$ cat src/rtl/multiplier.sv
`default_nettype none
// ============================================================================
// Module  : multiplier
// Brief   : Iterative shift-add integer multiplier, one multiplier bit per
//           cycle, with early exit once the remaining multiplier bits are zero.
// Revision: 1.0 - initial release
// ============================================================================
module multiplier #(
    parameter int WIDTH = 64
) (
    input  logic             clk,
    input  logic             reset,
    input  logic             mult_start,
    input  logic [WIDTH-1:0] mult_a,
    input  logic [WIDTH-1:0] mult_b,
    output logic             multiplier_done,
    output logic [WIDTH-1:0] mult_result,
    output logic             mult_busy
);

    localparam int CW = $clog2(WIDTH) + 1;

    localparam logic [1:0] S_IDLE = 2'd0;
    localparam logic [1:0] S_BUSY = 2'd1;
    localparam logic [1:0] S_DONE = 2'd2;

    localparam logic [CW-1:0] c_last_count = CW'(WIDTH - 1);

    logic [1:0]       r_state;
    logic [WIDTH-1:0] r_acc;
    logic [WIDTH-1:0] r_mcand;
    logic [WIDTH-1:0] r_mplr;
    logic [WIDTH-1:0] r_result;
    logic [CW-1:0]    r_count;

    logic [WIDTH-1:0] w_acc_next;
    logic             w_last_iter;

    assign w_acc_next  = r_mplr[0] ? (r_acc + r_mcand) : r_acc;
    // Stop once no set multiplier bits remain above the one consumed now.
    assign w_last_iter = ((r_mplr >> 1) == '0) || (r_count == c_last_count);

    always_ff @(posedge clk or posedge reset) begin
        if (reset) begin
            r_state  <= S_IDLE;
            r_acc    <= '0;
            r_mcand  <= '0;
            r_mplr   <= '0;
            r_result <= '0;
            r_count  <= '0;
        end else begin
            case (r_state)
                S_IDLE: begin
                    if (mult_start) begin
                        r_mcand <= mult_a;
                        r_mplr  <= mult_b;
                        r_acc   <= '0;
                        r_count <= '0;
                        r_state <= S_BUSY;
                    end
                end
                S_BUSY: begin
                    if (!mult_start) begin
                        r_state <= S_IDLE;
                    end else begin
                        r_acc   <= w_acc_next;
                        r_mcand <= r_mcand << 1;
                        r_mplr  <= r_mplr >> 1;
                        r_count <= r_count + 1'b1;
                        if (w_last_iter) begin
                            r_result <= w_acc_next;
                            r_state  <= S_DONE;
                        end
                    end
                end
                S_DONE: begin
                    r_state <= S_IDLE;
                end
                default: begin
                    r_state <= S_IDLE;
                end
            endcase
        end
    end

    assign multiplier_done = (r_state == S_DONE);
    assign mult_busy       = (r_state == S_BUSY);
    assign mult_result     = r_result;

endmodule
`default_nettype wire

$ cat config.mk
export PLATFORM = sky130hd
export DESIGN_NAME = multiplier
export DESIGN_NICKNAME = d
export VERILOG_FILES = /design/src/rtl/multiplier.sv
export SDC_FILE = /design/constraint.sdc
export NUM_CORES = 1
export LEC_CHECK = 0
export CORE_MARGIN = 2
export CORE_UTILIZATION = 25
export CTS_CLUSTER_DIAMETER = 150
export DETAILED_ROUTE_END_ITERATION = 8
export SYNTH_ARGS = -nofsm -noshare
export SYNTH_HDL_FRONTEND = slang
export SYNTH_SLANG_ARGS = --single-unit
$ cat constraint.sdc
create_clock -name clk -period 14.5 [get_ports clk]
set_clock_uncertainty 0.2 [all_clocks]
set_input_delay 3.625 -clock clk [delete_from_list [all_inputs] [get_ports clk]]
set_output_delay 3.625 -clock clk [all_outputs]
set_load 0.01 [all_outputs]
==> Yosys cells after proc, flatten, opt, wreduce, memory -nomap -nowiden <==
Cells that the tools add are included.
{ "word_totals": {"reg_bits": 265, "input_bits": 131, "out_inout_bits": 66, "elab_cells": 38} }
{ "classes": {"addsub": 2, "eq_ne": 6, "muxes": 17, "reduce_logical": 7} }
{ "ops": {"columns": ["op", "n"], "rows": [
  ["64-bit two-way mux", 7],
  ["64-bit one-hot mux with 2 select lines", 3],
  ["64-bit adder", 1],
  ["64-bit logical NOT", 1],
  ["7-bit two-way mux", 2],
  ["7-bit one-hot mux with 2 select lines", 1],
  ["7-bit by 1-bit adder with 7-bit output (second input constant)", 1],
  ["7-bit by 6-bit == test with 1-bit output (second input constant)", 1],
  ["2-bit two-way mux", 3],
  ["3-bit AND reduction", 2],
  ["2-bit inequality test (second input constant)", 2],
  ["2-bit one-hot mux with 2 select lines", 1],
  ["3-bit by 2-bit inequality test with 1-bit output (second input constant)", 1],
  ["2-bit by 1-bit == test with 1-bit output (second input constant)", 1],
  ["2-bit == test (second input constant)", 1],
  ["2-bit logical NOT", 1],
  ["2-bit AND reduction", 1],
  ["2-bit nonzero test", 1],
  ["1-bit logical OR", 1]
]} }

==> Depth between registers and ports, before layout <==
{ "depth": {"depth_word": 5, "depth_mapped": 13, "mapped_depth_nobuf": 13} }

==> Worst setup path before layout <==
Ideal clock, no wire load.
{ "synth_path": {"kind": "input to register", "start": "input mult_start", "end": "register r_result[62], in the netlist mult_result[62]", "setup_ps": 122, "arrival_time_ps": 4812, "t_required_ps": 14178, "setup_slack_ps": 9367, "cell_stages": 8, "n_path_buf": 3, "path_cell_list": "and2_0 > clkbuf_1 > nand2_1 > clkbuf_1 > clkbuf_1 > nor3b_1 > a21oi_1 > nand2_1"} }
{ "synth_via": {"elab_chain_cells": 1} }
{ "synth_rtl": {"columns": ["element", "line", "source"], "rows": [
  ["start, declared", "13", "input logic mult_start,"],
  ["3-bit AND reduction (no line)", null, null],
  ["end signal, assigned", "71", "r_result <= w_acc_next;"],
  ["end, declared", "33", "logic [WIDTH-1:0] r_result;"]
]} }
Every way passes these cells.
A chain may end at the register's enable or synchronous reset.

==> Final worst setup path <==
{ "layout_path": {"start": "register r_state[0]", "end": "output mult_busy"} }
{ "layout_via": {"elab_chain_cells": 1} }
{ "layout_rtl": {"columns": ["element", "line", "source"], "rows": [
  ["start, declared", "29", "logic [1:0] r_state;"],
  ["start signal, assigned", "45", "r_state <= S_IDLE;"],
  ["start signal, assigned", "59", "r_state <= S_BUSY;"],
  ["start signal, assigned", "64", "r_state <= S_IDLE;"],
  ["2-bit by 1-bit == test with 1-bit output", "87", "assign mult_busy = (r_state == S_BUSY);"],
  ["end, declared", "18", "output logic mult_busy"]
]} }
Every way passes these cells.

==> reports/results.tsv <==
metric	value	unit
cells after synthesis	1643	
number of routed nets with antenna violations	0	
clock sink count	265	
RSZ-0062 raised after global routing	no	
die area	63100	um^2
Critical Path End Type	output pin	
DRC violation total after the first TritonRoute iteration	813	
initial antenna violation count	0	
hold path cells	2	
CTS buffer count	35	
crit start category	flop	
register area share after synthesis	0.434	
CP Cell Sequence	inv_1, nor2_2, clkdlybuf4s50_1	
cell at the slowest stage of the critical path	dfrtp_4	
Syn Area/Cell	9.29	um^2
fmax	153	MHz
chip width	251	um
post-synthesis xor/xnor area fraction	0.0333	
Die Ht	251	um
worst slew pin tran	1.18	ns
Final Max Slew Viols	0	
Synth Area in Compound Gates	0.197	
outcome	finished clean	
crit path DAT	2.71	ns
Place WS	7.65	ns
mux share of post-synthesis cell area	0.121	
Post-synth top cells	nand2_1 (292), dfrtp_1 (265), o21ai_0 (245)	
area of the core	60400	um^2
Mapped Area	15300	um^2
hold buffers post-CTS	0	
IO Port Bufs	196	
WP data required	10.68	ns
clock-pin slew on the worst setup and hold paths	0.06	ns
Fillers	6318	
total negative setup slack	0	ns
WL/cell	17.2	um
FF+latch area	6640	um^2
Yosys cell types	65	
GRT Total Usage	0.140	
hpwl dp	32.4	mm
hold_ws	0.276	ns
Initial Utilization	0.253	
vias	12400	
largest net degree at the start of global routing	147	
slack of the critical path	7.97	ns
Total Power	2.22	mW
Final Routed Wirelength	44.5	mm
area delta synth->final	24.6	%
clk_lat worst skew	0.55	ns
EDFF count, synth	0	
Post-CTS Resized	0	
critical path peak fanout	52	
DRC viols	0	
most frequent cell after synthesis	nand2_1	
vias per cell	4.81	
placed cells	2525	
Worst slew margin	0.212	
deepest clock path buffer count	3	
area leader, netlist	dfrtp_1	
vias in the first global route	12600	
first-pass GRT wire length	70.3	mm
max-cap violation count	0	
ys async rst share	1.00	
register bit total from synthesis	265	
Final Hold Fails	0	
H-tree depth	2	
combinational family with the most area after synthesis	compound AO/OA/AOI/OAI gates	
Final min period	6.53	ns
top_reg_cell synth	dfrtp_1	
Final #Nets	1976	
Cell Pwr Density	117	nW/um^2
post-CTS setup buffer count	0	
Ys Warns	0	
Multi-input gate area	8200	um^2
maximum VDD drop	0.0000650	V
grt total ovfl	0	
critical path start-end classification	flop to output pin	
top area cells in the synthesized netlist	dfrtp_1 (43%), mux2i_1 (12%), o21ai_0 (8.0%)	
Syn Nets	1839	
Final setup viols	0	
register-to-register setup slack	10.11	ns
Simple-Gate Fraction of Synth Area	0.130	
I/O pin total	197	
Post-Layout Cell Count	2587	
layout cell share with drive strength beyond 1	0.0476	
R2R cell count	9	
Leak Pwr	8.50	nW
row cnt	90	
Pre-antenna DRT Iters	5	
top cell type's share of synthesized area	0.434	
final worst-path cycle share	0.450	
Post-Synth Adder-Cell Area	0.0538	
n_diodes	0	
crit-path max cell delay	1.01	ns
HP Class	flop to flop	
CTS tree	built	
Placer Congestion	0.878	
root buffer cell	clkbuf_16	
[path summary, 6_finish.rpt]
path | endpoint | start
setup / recovery | mult_busy | r_state[0]
setup reg to reg | mult_result[35] | r_state[0]
hold reg to reg | mult_result[37] | mult_result[37]
min in group asynchronous | r_mcand[51] | reset
hold / removal | mult_result[37] | mult_result[37]
max in group asynchronous | r_state[0] | reset
[cell usage in the layout (no fill, tap or decap), types with 9 or more instances in the layout]
cell type / count
xnor2_1: 33
o21ai_0: 245
nor4_1: 17
nor3b_1: 12
o21bai_1: 11
a22o_1: 47
nand3_1: 12
nor3_1: 14
dfrtp_1: 263
clkdlybuf4s50_1: 196
clkbuf_16: 35
inv_1: 16
a21o_1: 34
nand2_1: 291
xor2_1: 25
a21oi_1: 82
ha_1: 64
buf_4: 9
o21a_1: 10
mux2i_1: 182
and3_1: 11
nand4_1: 24
a31oi_1: 15
nor2_1: 42
[worst max-delay path, delay by kind of cell, from the launching register on]
kind / cells / cell delay, ns
AND/OR/NAND/NOR: 1 / 0.23
buffers and inverters: 2 / 0.90
flip-flops: 1 / 1.01
[power breakdown]
part / leakage, nW / internal (mW) / total (mW) / switching [mW]
sequential: 3.48 / 0.810 / 0.883 / 0.0733
combinational: 4.49 / 0.211 / 0.494 / 0.283
clock: 0.538 / 0.501 / 0.846 / 0.345
[flip-flops by register name, summed over array words and instances (netlist names)]
| name | count |
|---|---|
| r_mplr | 64 |
| r_mcand | 64 |
| mult_result | 64 |
| r_acc | 64 |
| r_count | 7 |
| r_state | 2 |
[per-layer routing]
layer / up-vias / share of wire / track usage
li1: 6206 / - / -
met3: 67 / 0.051 / 0.0298
met4: 0 / 0.026 / 0.0451
met1: 5929 / 0.45 / 0.180
met5: - / 0 / 0
met2: 241 / 0.47 / 0.234
[final cells by class]
| class | count | share of cell area |
|---|---|---|
| multi-input combinational | 1256 | 0.431 |
| sequential | 265 | 0.349 |
| timing repair buffer | 205 | 0.107 |
| clock buffer | 49 | 0.0525 |
| tap | 782 | 0.0514 |
| clock inverter | 13 | 0.00605 |
| inverter | 17 | 0.00375 |
[metrics by stage]
| step | area [um^2] | util |
|---|---|---|
| after detailed placement | 17900 | 0.297 |
| final | 19000 | 0.315 |
| after floorplan | 15300 | - |
| after CTS | 19000 | 0.315 |
| after global placement | 17900 | 0.297 |
| after global routing | 19000 | 0.315 |
[logic make-up (layout without fill, tap and decap cells)]
family                     count (synthesis)  after routing
DFF                                      265            265
adders and majority gates                 65             65
AOI/OAI and AO/OA                        497            497
muxes                                    184            184
buffers and inverters                    122            284
xor gates and xnor gates                  58             58
and+or+nand+nor                          452            452
Note: power is estimated with default switching activity, not from simulation.
